`src/rtl/ex_mem_stage_reg.sv`:
```
// EX->MEM pipeline register with stall/flush handling and the architectural flags register.
// Optional perf counters (cnt_stall, cnt_flush) are compiled in with `define EX_MEM_PERF_CNT_EN.
module ex_mem_stage_reg #(
  parameter int DATA_W = 32,
  parameter int REG_W  = 4
) (
  input  logic              clk,
  input  logic              reset,
  input  logic              ex_valid,
  input  logic [DATA_W-1:0] ex_alu_result,
  input  logic [1:0]        ex_flags,
  input  logic              ex_is_cmp,
  input  logic [DATA_W-1:0] ex_store_data,
  input  logic [REG_W-1:0]  ex_rd,
  input  logic [3:0]        ex_ctrl,
  input  logic              mem_stall,
  input  logic              flush,
  output logic              ex_ready,
  output logic              mem_valid,
  output logic [DATA_W-1:0] mem_alu_result,
  output logic [DATA_W-1:0] mem_store_data,
  output logic [REG_W-1:0]  mem_rd,
  output logic [3:0]        mem_ctrl,
  output logic [1:0]        flags_q,
  output logic [1:0]        flags_fwd
`ifdef EX_MEM_PERF_CNT_EN
  ,
  output logic [31:0]       cnt_stall,
  output logic [31:0]       cnt_flush
`endif
);

  typedef struct packed {
    logic [DATA_W-1:0] alu;
    logic [DATA_W-1:0] sd;
    logic [REG_W-1:0]  rd;
    logic [3:0]        ctrl;
  } payload_t;

  payload_t    r_pl;
  payload_t    w_ex_pl;
  logic        r_valid;
  logic [1:0]  r_flags;
  logic        w_cap;
  logic        w_flag_upd;

  assign w_ex_pl    = '{alu: ex_alu_result, sd: ex_store_data, rd: ex_rd, ctrl: ex_ctrl};
  assign w_cap      = !mem_stall && !flush;
  assign w_flag_upd = ex_valid && ex_is_cmp && w_cap;

  // A stall freezes MEM even when flush is asserted: the older instruction is never killed.
  always_ff @(posedge clk) begin
    if (reset) begin
      r_valid <= 1'b0;
      r_pl    <= '0;
    end else if (!mem_stall) begin
      if (flush) begin
        r_valid <= 1'b0;
        r_pl    <= '0;
      end else begin
        r_valid <= ex_valid;
        r_pl    <= w_ex_pl;
      end
    end
  end

  always_ff @(posedge clk) begin
    if (reset)           r_flags <= 2'b00;
    else if (w_flag_upd) r_flags <= ex_flags;
  end

  assign ex_ready       = !mem_stall;
  assign mem_valid      = r_valid;
  assign mem_alu_result = r_pl.alu;
  assign mem_store_data = r_pl.sd;
  assign mem_rd         = r_pl.rd;
  assign mem_ctrl       = r_pl.ctrl;
  assign flags_q        = r_flags;
  assign flags_fwd      = w_flag_upd ? ex_flags : r_flags;

`ifdef EX_MEM_PERF_CNT_EN
  logic [31:0] r_cnt_stall;
  logic [31:0] r_cnt_flush;

  // Both counters saturate rather than wrap.
  always_ff @(posedge clk) begin
    if (reset) begin
      r_cnt_stall <= '0;
      r_cnt_flush <= '0;
    end else begin
      if (r_valid && mem_stall && (r_cnt_stall != 32'hFFFF_FFFF))
        r_cnt_stall <= r_cnt_stall + 32'd1;
      if (flush && ex_valid && !mem_stall && (r_cnt_flush != 32'hFFFF_FFFF))
        r_cnt_flush <= r_cnt_flush + 32'd1;
    end
  end

  assign cnt_stall = r_cnt_stall;
  assign cnt_flush = r_cnt_flush;
`endif

endmodule

```
`config.mk`:
```
export PLATFORM = sky130hd
export DESIGN_NAME = ex_mem_stage_reg
export DESIGN_NICKNAME = d
export VERILOG_FILES = /design/src/rtl/ex_mem_stage_reg.sv
export SDC_FILE = /design/constraint.sdc
export NUM_CORES = 1
export LEC_CHECK = 0
export CAP_MARGIN = 20
export CORE_UTILIZATION = 44
export DETAILED_ROUTE_END_ITERATION = 10
export GPL_TIMING_DRIVEN = 0
export PLACE_DENSITY_LB_ADDON = 0.05
export SYNTH_ARGS = -nofsm -noshare
export SYNTH_HDL_FRONTEND = slang
export SYNTH_SLANG_ARGS = --single-unit
export TNS_END_PERCENT = 30
```
`constraint.sdc`:
```
create_clock -name clk -period 1.5 [get_ports clk]
set_clock_uncertainty 0.1 [all_clocks]
set_input_delay 0.15 -clock clk [delete_from_list [all_inputs] [get_ports clk]]
set_output_delay 0.15 -clock clk [all_outputs]
set_load 0.05 [all_outputs]
```
# After elaboration in Yosys (flattened, before gate mapping)

Cells that the tools add are included.
Widths: inputs -> output; s select.

Flip-flop bits (word level): 75
Input port bits: 80

Muxes and demuxes: 3
Reductions and logical operators: 5

Operators with widths:

| kind              | number |
|---|---|
| $mux 72           | 1 |
| $logic_and 1x1->1 | 3 |
| $logic_not 1->1   | 2 |
| $mux 2            | 1 |
| $mux 1            | 1 |

# Longest topological paths before layout

Gate-level depths: netlist (run 1).

Depth in word-level cells: 4
Depth in mapped cells: 5

# Worst setup path before layout (run 1)

Ideal clock, no wire load.

Kind: register to output
From: register r_flags[0], in the netlist flags_q[0]
To: output flags_fwd[0]
Arrival time: 1117 ps
Setup slack: 133 ps
Cell stages (with the launch flop): 2
Cell sequence: dfxtp_1 -> mux2_1

Longest elaborated chain between the ends: 1

Ends and longest elaborated chain:

| element                | line | text |
|---|---|---|
| from (decl)            | 43   | `logic [1:0] r_flags;` |
| from (signal assigned) | 69   | `else if (w_flag_upd) r_flags <= ex_flags;` |
| $mux 2                 | -    |  |
| to (decl)              | 25   | `output logic [1:0] flags_fwd` |

No other way between the ends.

# Worst setup path in the final report (run 1)

From: register r_pl, in the netlist mem_alu_result[12]
To: output mem_alu_result[12]

RTL lines:

| element                | line | text |
|---|---|---|
| from (decl)            | 40   | `payload_t r_pl;` |
| from (signal assigned) | 62   | `r_pl <= w_ex_pl;` |
| to (decl)              | 20   | `output logic [DATA_W-1:0] mem_alu_result,` |

No word-level cell between the ends.

==> reports/metrics.sh, run 1 <==
REG2REG_SETUP_SLACK_NS=0.78
NUMBER_OF_CELL_ROWS=30
SLOWEST_DELAY_NS=0.55
STDCELL_COUNT=603
VDD_DROP_MAX_mV=0.409
DRT-PASS1-ITER-COUNT=5
YOSYSSEQAREASHARE=0.462
FINISH.INSTANCE_AREA_SQ_MM=0.00503
VIAS=2990
TRITONCTS.NUM_BUFFERS=9
PLACE_WORST_SETUP_SLACK_NS=-0.855
SETUP_VIOL=0
POWER_LEAKAGE_nW=1.98
DRT-TOTAL-WL_MM=8.37
INITIAL_ANTENNA_VIOLATION_COUNT=0
CTS_HOLD_BUFFERS=0
CTS_HTREE_LEVELS=3
CRITICAL_PATH.ENDPOINT_TYPE='primary output'
SETUP_REPAIR_BUFS_AFTER_CTS=0
WORSTSETUPSTARTPOINTTYPE='register'
DESIGN.DIE.AREA_SQ_MM=0.00773
DIE_W_UM=87.9
RUN_STATUS='finished, final reports clean'
FINAL.SETUP.WORST_SLACK_NS=0.0295
SYN_STD_CELL_AREA_SQ_MM=0.00325
DETAIL_ROUTE.WL_PER_CELL_UM=13.9
SYN-NUM-NETS=416
GRT_OVERFLOW_TOTAL=0
LAYOUT_COMMON_CELLS='sky130_fd_sc_hd__dfxtp_1, sky130_fd_sc_hd__clkdlybuf4s50_1, sky130_fd_sc_hd__nand2_1, sky130_fd_sc_hd__or3b_1, sky130_fd_sc_hd__a21oi_2'
WORST_PIN_SLEW_NS=0.524
INITIAL_UTILIZATION=0.468
CLOCK_TREE.ROOT_CELL='sky130_fd_sc_hd__clkbuf_8'
SYNTH.TOP_CELLS.BY_AREA='sky130_fd_sc_hd__dfxtp_1, sky130_fd_sc_hd__or3b_1, sky130_fd_sc_hd__a21oi_2, sky130_fd_sc_hd__nand2_1, sky130_fd_sc_hd__a21oi_1'
CRIT_PATH_CELL_TRACE='dlygate4sd2_1'
FINAL_UTIL=0.724
ROUTE.ANTENNA.REMAINING_NETS=0
GRT_START_MAX_NET_PINS=20
LAYOUT_CELL_SHARE_WITH_DRIVE_STRENGTH_BEYOND_1=0.197
POWER.SHARE.CLOCK=0.305
SWITCHING_POWER_AS_A_SHARE_OF_TOTAL_POWER=0.290
WORST_SETUP_HOLD_PATH_CLK_SLEW_NS=0.07
FINAL_NETS=583
CLOCK_INSERTION_DELAY_WORST_SKEW_NS=0.35
PART_OF_THE_POWER_IN_REGISTERS=0.483
DATA_REQUIRED_TIME_AT_THE_WORST_ENDPOINT_NS=1.25
POWERDENSITY_mW_PER_MM2=866
TRITONCTS_CLOCK_TREE='yes'
IOS=158
ANTENNA_CELLS_INSERTED=0
CRITICAL_PATH.SLOWEST_CELL='sky130_fd_sc_hd__dlygate4sd2_1'
CELL_INTERNAL_PWR_mW=3.09
P_COMB_FRAC=0.213
AREAGROWTHSYNTHTOFINISH_PCT=54.9
COUNT_OF_FINAL_MAX_SLEW_CHECK_FAILURES=0
POST_SYNTH_NUM_CELL_TYPES=14
GP_CONGESTION=0.763
SWITCHINGPOWER_mW=1.26
NUMPLACEDINSTANCES=589
SYNTH_AREA_LEADER_CELL='sky130_fd_sc_hd__dfxtp_1'
FINALWORSTPATHREQUIREDPERIOD_NS=1.47
CLOCK_SINKS=75
SYNTH_TOP_AREA_SHARE=0.462
GRT_SETUP_UNREPAIRED='no'
SYNTH.AVG_CELL_AREA_SQ_UM=9.66
PATH_MAX_FANOUT=2
DIE_HEIGHT_UM=87.9
DETAILED_PLACE_HPWL_MM=6.05
REGISTER_BIT_COUNT_REPORTED_BY_YOSYS=75
GRT_PASS1_WL_MM=13.6
WORSTPATHARRIVAL_NS=1.22
REPORT.FINAL.HOLD_VIOL_COUNT=0
INITIALDRTVIOLATIONCOUNT=41
MAX_FREQ_GHz=0.680
FINAL_MIN_PERIOD_OVER_CLOCK_PERIOD=0.980
CELL_COUNT_AFTER_SYNTHESIS=336
FILL_CELLS=550
WORSTPATHBUFFERINVERTERCOUNT=1
PATH_DELAY_FAMILY='buffers and inverters'
MAXCAPVIOLCOUNT=0
MAX_SLEW_MARGIN=0.652
DRC=0
CTS.PATH.MAX_BUFFERS=2
CORE-AREA_SQ_MM=0.00694
INPUT_OUTPUT_BUFFERS=157
NUMBER_OF_GLOBAL_ROUTE_VIAS_BEFORE_REPAIR=2880
VIAS_PER_CELL=4.96
WORSTSETUPPATHTYPE='reg2out'
FIN_SETUP_TNS_NS=0
SYNTH.YOSYS.WARNINGS=0
PLACE_AREA_SQ_MM=0.00494
CLASS_OF_THE_WORST_HOLD_PATH='in2reg'
GLOBALROUTETOTALUTIL=0.229
==> sequential cells by signal, summed over array words and instances, names as in the netlist <==
name	cells
mem_alu_result	32
mem_store_data	32
mem_ctrl	4
mem_rd	4
flags_q	2
mem_valid	1
==> timing repair <==
item,CTS,global route
pin swaps,1,0
endpoints found under the setup margin,78,55
gates resized for setup,109,43
gates cloned,0,0
endpoints found under the hold margin,0,0
==> logic make-up after synthesis <==
logic type	count (synthesis)	share of synthesized area
AND/OR/NAND/NOR	151	0.293
flip-flops	75	0.462
AO/OA/AOI/OAI	73	0.170
buffers and inverters	33	0.0613
multiplexers	4	0.0131
==> power by group through the flow <==
stage / Clock, mW / Combinational (mW) / Sequential [mW]
floorplan: 0 / 0.294 / 2.41
global placement: 0 / 0.969 / 2.15
detailed placement: 0 / 0.976 / 2.15
CTS: 1.37 / 0.930 / 2.10
global route: 1.46 / 0.985 / 2.11
finish: 1.33 / 0.926 / 2.10
==> final timing paths <==
check / startpoint / end / cells past startpoint
max reg2reg: mem_alu_result[27] / mem_alu_result[27] / 2
max: mem_alu_result[12] / mem_alu_result[12] / 1
min reg2reg: mem_alu_result[23] / mem_alu_result[23] / 2
min: mem_stall / mem_alu_result[24] / 4
==> Yosys cell counts <==
cell / instances
sky130_fd_sc_hd__inv_1: 1
sky130_fd_sc_hd__dfxtp_1: 75
sky130_fd_sc_hd__and4bb_2: 1
sky130_fd_sc_hd__buf_4: 1
sky130_fd_sc_hd__a21oi_1: 23
sky130_fd_sc_hd__nand2b_1: 4
sky130_fd_sc_hd__clkbuf_1: 9
sky130_fd_sc_hd__buf_2: 15
sky130_fd_sc_hd__a21oi_2: 50
sky130_fd_sc_hd__mux2_1: 2
sky130_fd_sc_hd__mux2i_1: 2
sky130_fd_sc_hd__or3b_1: 73
sky130_fd_sc_hd__buf_6: 7
sky130_fd_sc_hd__nand2_1: 73
==> layer usage <==
metal  vias to the layer above  track usage  share of wire
met4                         0        0.112          0.024
li1                       1490            -              -
met5                         -            0              0
met1                      1370        0.281           0.44
met3                        20       0.0726          0.080
met2                       110        0.362           0.46
==> worst register-to-register path: cells and delay by family (launching register included) <==
family	cells	cell delay, ns
AOI/OAI and AO/OA	1	0.13
and+or+nand+nor	1	0.07
DFF	1	0.35
==> through the flow <==
| step | hold WS, ns | total power [mW] |
|---|---|---|
| floorplan | 0.205 | 2.70 |
| global placement | 0.339 | 3.12 |
| detailed placement | 0.352 | 3.12 |
| CTS | 0.200 | 4.40 |
| global route | 0.221 | 4.56 |
| finish | 0.196 | 4.36 |
==> area by class of cell <==
cell class	instances	area (sq um)	share of cell area
flip-flops and latches	75	1500	0.299
clock buffers	12	145	0.0289
inverters	1	3.75	0.000746
clock inverters	3	15.0	0.00299
well taps	96	120	0.0239
repair buffers	157	1490	0.297
plain buffers	31	193	0.0383
multi-input cells	228	1560	0.310
(Power assumes the default switching activity.)
==> inputs of run 2 (changes only) <==
- REMOVE_ABC_BUFFERS: unset -> 1
==> reports/metrics.sh, run 2 (same netlist as run 1, synthesis figures left out) <==
RUN_STATUS='finished, final reports clean'
CORE-AREA_SQ_MM=0.00694
DIE_W_UM=87.9
INITIALDRTVIOLATIONCOUNT=79
NUMBER_OF_GLOBAL_ROUTE_VIAS_BEFORE_REPAIR=2676
SETUP_VIOL=0
GRT_OVERFLOW_TOTAL=0
POWERDENSITY_mW_PER_MM2=896
FINAL_NETS=563
FINAL_MIN_PERIOD_OVER_CLOCK_PERIOD=0.984
POWER_LEAKAGE_nW=2.01
WORSTSETUPSTARTPOINTTYPE='input pin'
CRITICAL_PATH.ENDPOINT_TYPE='primary output'
AREA_USED_BY_MULTI_INPUT_COMBINATIONAL_LOGIC_SQ_MM=0.00155
SLOWEST_DELAY_NS=0.34
DATA_REQUIRED_TIME_AT_THE_WORST_ENDPOINT_NS=1.25
GRT_START_MAX_NET_PINS=46
DRC=0
MAXCAPVIOLCOUNT=0
FINAL.SETUP.WORST_SLACK_NS=0.0244
CLOCK_TREE.ROOT_CELL='sky130_fd_sc_hd__clkbuf_8'
HOLD-WORST-SLACK_NS=0.0678
REPORT.FINAL.HOLD_VIOL_COUNT=0
INITIAL_ANTENNA_VIOLATION_COUNT=0
VIAS_PER_CELL=4.96
AREAGROWTHSYNTHTOFINISH_PCT=58.5
PATH_DELAY_FAMILY='buffers and inverters'
CRITICAL-PATH-TOP-CELL-BY-COUNT='sky130_fd_sc_hd__buf_16'
STDCELL_COUNT=584
TRITONCTS_CLOCK_TREE='yes'
MAX_SLEW_MARGIN=0.636
WORST_SETUP_HOLD_PATH_CLK_SLEW_NS=0.08
PATH_MAX_FANOUT=16
FILL_CELLS=541
LAYOUT_CELL_SHARE_WITH_DRIVE_STRENGTH_BEYOND_1=0.182
IOS=158
CRITICAL_PATH.SLOWEST_CELL='sky130_fd_sc_hd__and4bb_2'
WORST_PIN_SLEW_NS=0.547
DIE_HEIGHT_UM=87.9
ROUTE.ANTENNA.REMAINING_NETS=0
CLOCK_SINKS=75
PLACE_WORST_SETUP_SLACK_NS=-1.02
VIAS=2897
CTS.PATH.MAX_BUFFERS=2
CRIT_PATH_CELL_TRACE='buf_16 > buf_16 > and4bb_2 > mux2_4 > buf_8'
NUMBER_OF_CELL_ROWS=30
GRT_PASS1_WL_MM=13.5
DRT-TOTAL-WL_MM=8.92
DETAILED_PLACE_HPWL_MM=5.21
DRT-PASS1-ITER-COUNT=4
CLASS_OF_THE_WORST_HOLD_PATH='in2reg'
FINISH.INSTANCE_AREA_SQ_MM=0.00514
LAYOUT_COMMON_CELLS='sky130_fd_sc_hd__dfxtp_1, sky130_fd_sc_hd__clkdlybuf4s50_1, sky130_fd_sc_hd__nand2_1, sky130_fd_sc_hd__or3b_1, sky130_fd_sc_hd__a21oi_2'
CLOCK_INSERTION_DELAY_WORST_SKEW_NS=0.33
WORSTPATHBUFFERINVERTERCOUNT=3
CTS_HTREE_LEVELS=3
SEQCELLAREA_SQ_MM=0.00150
COUNT_OF_FINAL_MAX_SLEW_CHECK_FAILURES=0
DETAIL_ROUTE.WL_PER_CELL_UM=15.3
ANTENNA_CELLS_INSERTED=0
DESIGN_POWER_TOTAL_mW=4.61
WORSTPATHARRIVAL_NS=1.23
WORSTSETUPPATHTYPE='in2out'
DESIGN.DIE.AREA_SQ_MM=0.00773
GP_CONGESTION=0.715
GLOBALROUTETOTALUTIL=0.228
MAX_FREQ_GHz=0.678
FINALWORSTPATHREQUIREDPERIOD_NS=1.48
CTS_HOLD_BUFFERS=0
NUMPLACEDINSTANCES=560
PLACE_AREA_SQ_MM=0.00480
TRITONCTS.NUM_BUFFERS=9
INITIAL_UTILIZATION=0.468
VDD_DROP_MAX_mV=0.460
INPUT_OUTPUT_BUFFERS=157
run 2: changes by cell type in the layout (fill, tap and decap cells not counted), moves of 2 or more:
cell,delta
sky130_fd_sc_hd__clkbuf_1,-8
sky130_fd_sc_hd__buf_4,+3
sky130_fd_sc_hd__buf_6,-7
sky130_fd_sc_hd__buf_12,+2
sky130_fd_sc_hd__buf_16,+2
sky130_fd_sc_hd__buf_2,-16
sky130_fd_sc_hd__bufbuf_16,+4
sky130_fd_sc_hd__clkbuf_2,-2
sky130_fd_sc_hd__dlygate4sd2_1,-4
sky130_fd_sc_hd__clkdlybuf4s15_1,+4
run 2: where the power goes:
group	leakage [nW]	internal (mW)	total (mW)	switching, mW
registers	0.612	2.07	2.10	0.0352
logic	1.30	0.437	0.969	0.532
clock network	0.0991	0.807	1.54	0.731
run 2: path summary, 6_finish.rpt:
kind,depth (start not counted),slack [ns],from,end
max,5,0.02,mem_stall,flags_fwd[0]
min,3,0.07,mem_stall,mem_store_data[1]
max reg2reg,2,0.79,flags_q[1],flags_q[1]
min reg2reg,2,0.36,mem_alu_result[16],mem_alu_result[16]
run 2: layout make-up:
| class | count | area share |
|---|---|---|
| tap | 96 | 0.0233 |
| sequential | 75 | 0.292 |
| clock inverter | 5 | 0.0102 |
| timing repair buffer | 168 | 0.344 |
| multi-input combinational | 228 | 0.302 |
| clock buffer | 11 | 0.0275 |
| inverter | 1 | 0.000730 |
run 2: through the flow:
step            TNS (ns)   util
2_1_floorplan          0      -
3_3_place_gp     -219.69  0.683
3_5_place_dp       -2.32  0.691
4_1_cts                0  0.732
5_1_grt        -0.000178  0.741
6_report               0  0.741
run 2: metal layers:
layer / global-route usage / share of wire
met1: 0.294 / 0.44
met2: 0.369 / 0.48
met4: 0.0775 / 0.0086
met5: 0 / 0
met3: 0.0631 / 0.065
run 2: what timing repair did:
| action | 4_1_cts | 5_1_grt |
|---|---|---|
| resized for setup | 101 | 45 |
| hold endpoints to repair | 0 | 0 |
| buffers inserted | 2 | 1 |
| pin swaps | 1 | 1 |
| setup endpoints to repair | 78 | 42 |
| cloned | 4 | 1 |
run 2: tightest hold or removal path: stages:
cell and delay, ns:
sky130_fd_sc_hd__buf_16 0.13, sky130_fd_sc_hd__or3b_1 0.13, sky130_fd_sc_hd__a21oi_2 0.05
==> inputs of run 3 (changes only) <==
- GPL_ROUTABILITY_DRIVEN: unset -> 0
- GPL_TIMING_DRIVEN: 0 -> 1
==> reports/metrics.sh, run 3 (same netlist as run 1, synthesis figures left out) <==
HOLD-WORST-SLACK_NS=0.0124
WORST_HOLD_STARTPOINT='mem_stall'
DRC=0
MAX_SLEW_MARGIN=0.718
INITIAL_ANTENNA_VIOLATION_COUNT=0
STARTPOINT='mem_stall'
WORSTPATHARRIVAL_NS=1.14
WORST_PIN_SLEW_NS=0.423
ROUTE.ANTENNA.REMAINING_NETS=0
MAXCAPVIOLCOUNT=0
GRT_PASS1_WL_MM=12.5
CRIT_PATH_CELL_TRACE='buf_4 > and4bb_2 > mux2_4 > buf_8'
FINAL_MIN_PERIOD_OVER_CLOCK_PERIOD=0.924
DRT-TOTAL-WL_MM=8.08
DESIGN.DIE.AREA_SQ_MM=0.00773
CORE-AREA_SQ_MM=0.00694
FINALWORSTPATHREQUIREDPERIOD_NS=1.39
TRITONCTS_CLOCK_TREE='yes'
DIE_HEIGHT_UM=87.9
DATA_REQUIRED_TIME_AT_THE_WORST_ENDPOINT_NS=1.25
CTS.PATH.MAX_BUFFERS=2
AREA_USED_BY_MULTI_INPUT_COMBINATIONAL_LOGIC_SQ_MM=0.00155
CLASS_OF_THE_WORST_HOLD_PATH='in2reg'
CRITICAL_PATH.SLOWEST_CELL='sky130_fd_sc_hd__and4bb_2'
CLOCK_TREE.ROOT_CELL='sky130_fd_sc_hd__clkbuf_8'
FINAL_NETS=561
RUN_STATUS='finished, final reports clean'
ANTENNA_CELLS_INSERTED=0
GRT_START_MAX_NET_PINS=89
DIE_W_UM=87.9
VDD_DROP_MAX_mV=0.690
FINAL.SETUP.WORST_SLACK_NS=0.113
SETUP_VIOL=0
CTS_HOLD_BUFFERS=0
INITIAL_UTILIZATION=0.468
CRITICAL_PATH.ENDPOINT_TYPE='primary output'
WORSTSETUPSTARTPOINTTYPE='input pin'
LAYOUT_CELL_SHARE_WITH_DRIVE_STRENGTH_BEYOND_1=0.327
SEQCELLAREA_SQ_MM=0.00150
DETAIL_ROUTE.WL_PER_CELL_UM=13.9
COUNT_OF_FINAL_MAX_SLEW_CHECK_FAILURES=0
POWERDENSITY_mW_PER_MM2=948
PLACE_WORST_SETUP_SLACK_NS=-0.168
GRT_SETUP_UNREPAIRED='no'
WORST_SETUP_HOLD_PATH_CLK_SLEW_NS=0.08
PATH_MAX_FANOUT=7
INITIALDRTVIOLATIONCOUNT=80
TRITONCTS.NUM_BUFFERS=9
IOS=158
SLOWEST_DELAY_NS=0.35
LAYOUT_COMMON_CELLS='sky130_fd_sc_hd__buf_4, sky130_fd_sc_hd__dfxtp_1, sky130_fd_sc_hd__clkdlybuf4s50_1, sky130_fd_sc_hd__nand2_1, sky130_fd_sc_hd__or3b_1'
LAYOUT.CELLS.MOST_COMMON='sky130_fd_sc_hd__buf_4'
CLOCK_SINKS=75
VIAS=2831
POWER_LEAKAGE_nW=1.89
INPUT_OUTPUT_BUFFERS=157
MAX_FREQ_GHz=0.721
CLOCK_INSERTION_DELAY_WORST_SKEW_NS=0.34
FILL_CELLS=571
DRT-PASS1-ITER-COUNT=4
DETAILED_PLACE_HPWL_MM=5.54
GLOBALROUTETOTALUTIL=0.211
GRT_OVERFLOW_TOTAL=0
CTS_HTREE_LEVELS=3
NUMBER_OF_CELL_ROWS=30
AREAGROWTHSYNTHTOFINISH_PCT=51.6
WORSTSETUPPATHTYPE='in2out'
REPORT.FINAL.HOLD_VIOL_COUNT=0
NUMBER_OF_GLOBAL_ROUTE_VIAS_BEFORE_REPAIR=2554
WORST_R2R_STARTPOINT='mem_store_data[17]'
VIAS_PER_CELL=4.86
[run 3: cell count changes in the layout (fill, tap and decap cells not counted), sizes merged]
cell	previous run	this run
buf	11	90
clkdlybuf4s15	35	0
dlygate4sd2	37	2
clkbuf	17	12
bufbuf	4	0
clkdlybuf4s50	75	74
clkinv	3	2
[run 3: metal layers]
| layer | part of all wire | vias up | track usage |
|---|---|---|---|
| li1 | - | 1444 | - |
| met1 | 0.44 | 1282 | 0.263 |
| met2 | 0.47 | 95 | 0.342 |
| met3 | 0.072 | 10 | 0.0566 |
| met4 | 0.014 | 0 | 0.0909 |
| met5 | 0 | - | 0 |
[run 3: worst max-delay path: cells and delay by family]
| kind | cells | cell delay (ns) |
|---|---|---|
| multiplexers | 1 | 0.32 |
| buffers and inverters | 2 | 0.30 |
| AND/OR/NAND/NOR | 1 | 0.35 |
[run 3: repair_timing]
| action | 4_1_cts | 5_1_grt |
|---|---|---|
| buffers inserted | 0 | 0 |
| gates resized for setup | 7 | 0 |
| endpoints found under the setup margin | 2 | 0 |
[run 3: final cells by class]
cell class | count | area share
clock buffers | 12 | 0.0336
clock inverters | 4 | 0.00966
inverters | 1 | 0.000763
multi-input cells | 228 | 0.316
flip-flops and latches | 75 | 0.305
well taps | 96 | 0.0244
repair buffers | 166 | 0.311
[run 3: report_power, final]
group | switching (mW) | internal [mW] | total, mW
Combinational | 0.518 | 0.413 | 0.932
Clock | 0.730 | 0.900 | 1.63
Sequential | 0.0417 | 2.07 | 2.11
[run 3: path summary, 6_finish.rpt]
check / to / cells past startpoint / slack, ns
setup reg to reg: mem_store_data[17] / 2 / 0.76
hold / removal: mem_valid / 3 / 0.01
setup / recovery: flags_fwd[0] / 4 / 0.11
hold reg to reg: mem_alu_result[17] / 2 / 0.36
[run 3: stage by stage]
stage	setup TNS, ns	util	cells	total power, mW	instance area [sq um]
floorplan	0	-	304	2.58	3050
global placement	-0.268	0.676	566	3.07	4690
detailed placement	-0.326	0.676	566	3.09	4690
CTS	0	0.709	582	4.72	4920
global route	0	0.709	582	4.86	4920
finish	0	0.709	582	4.67	4920
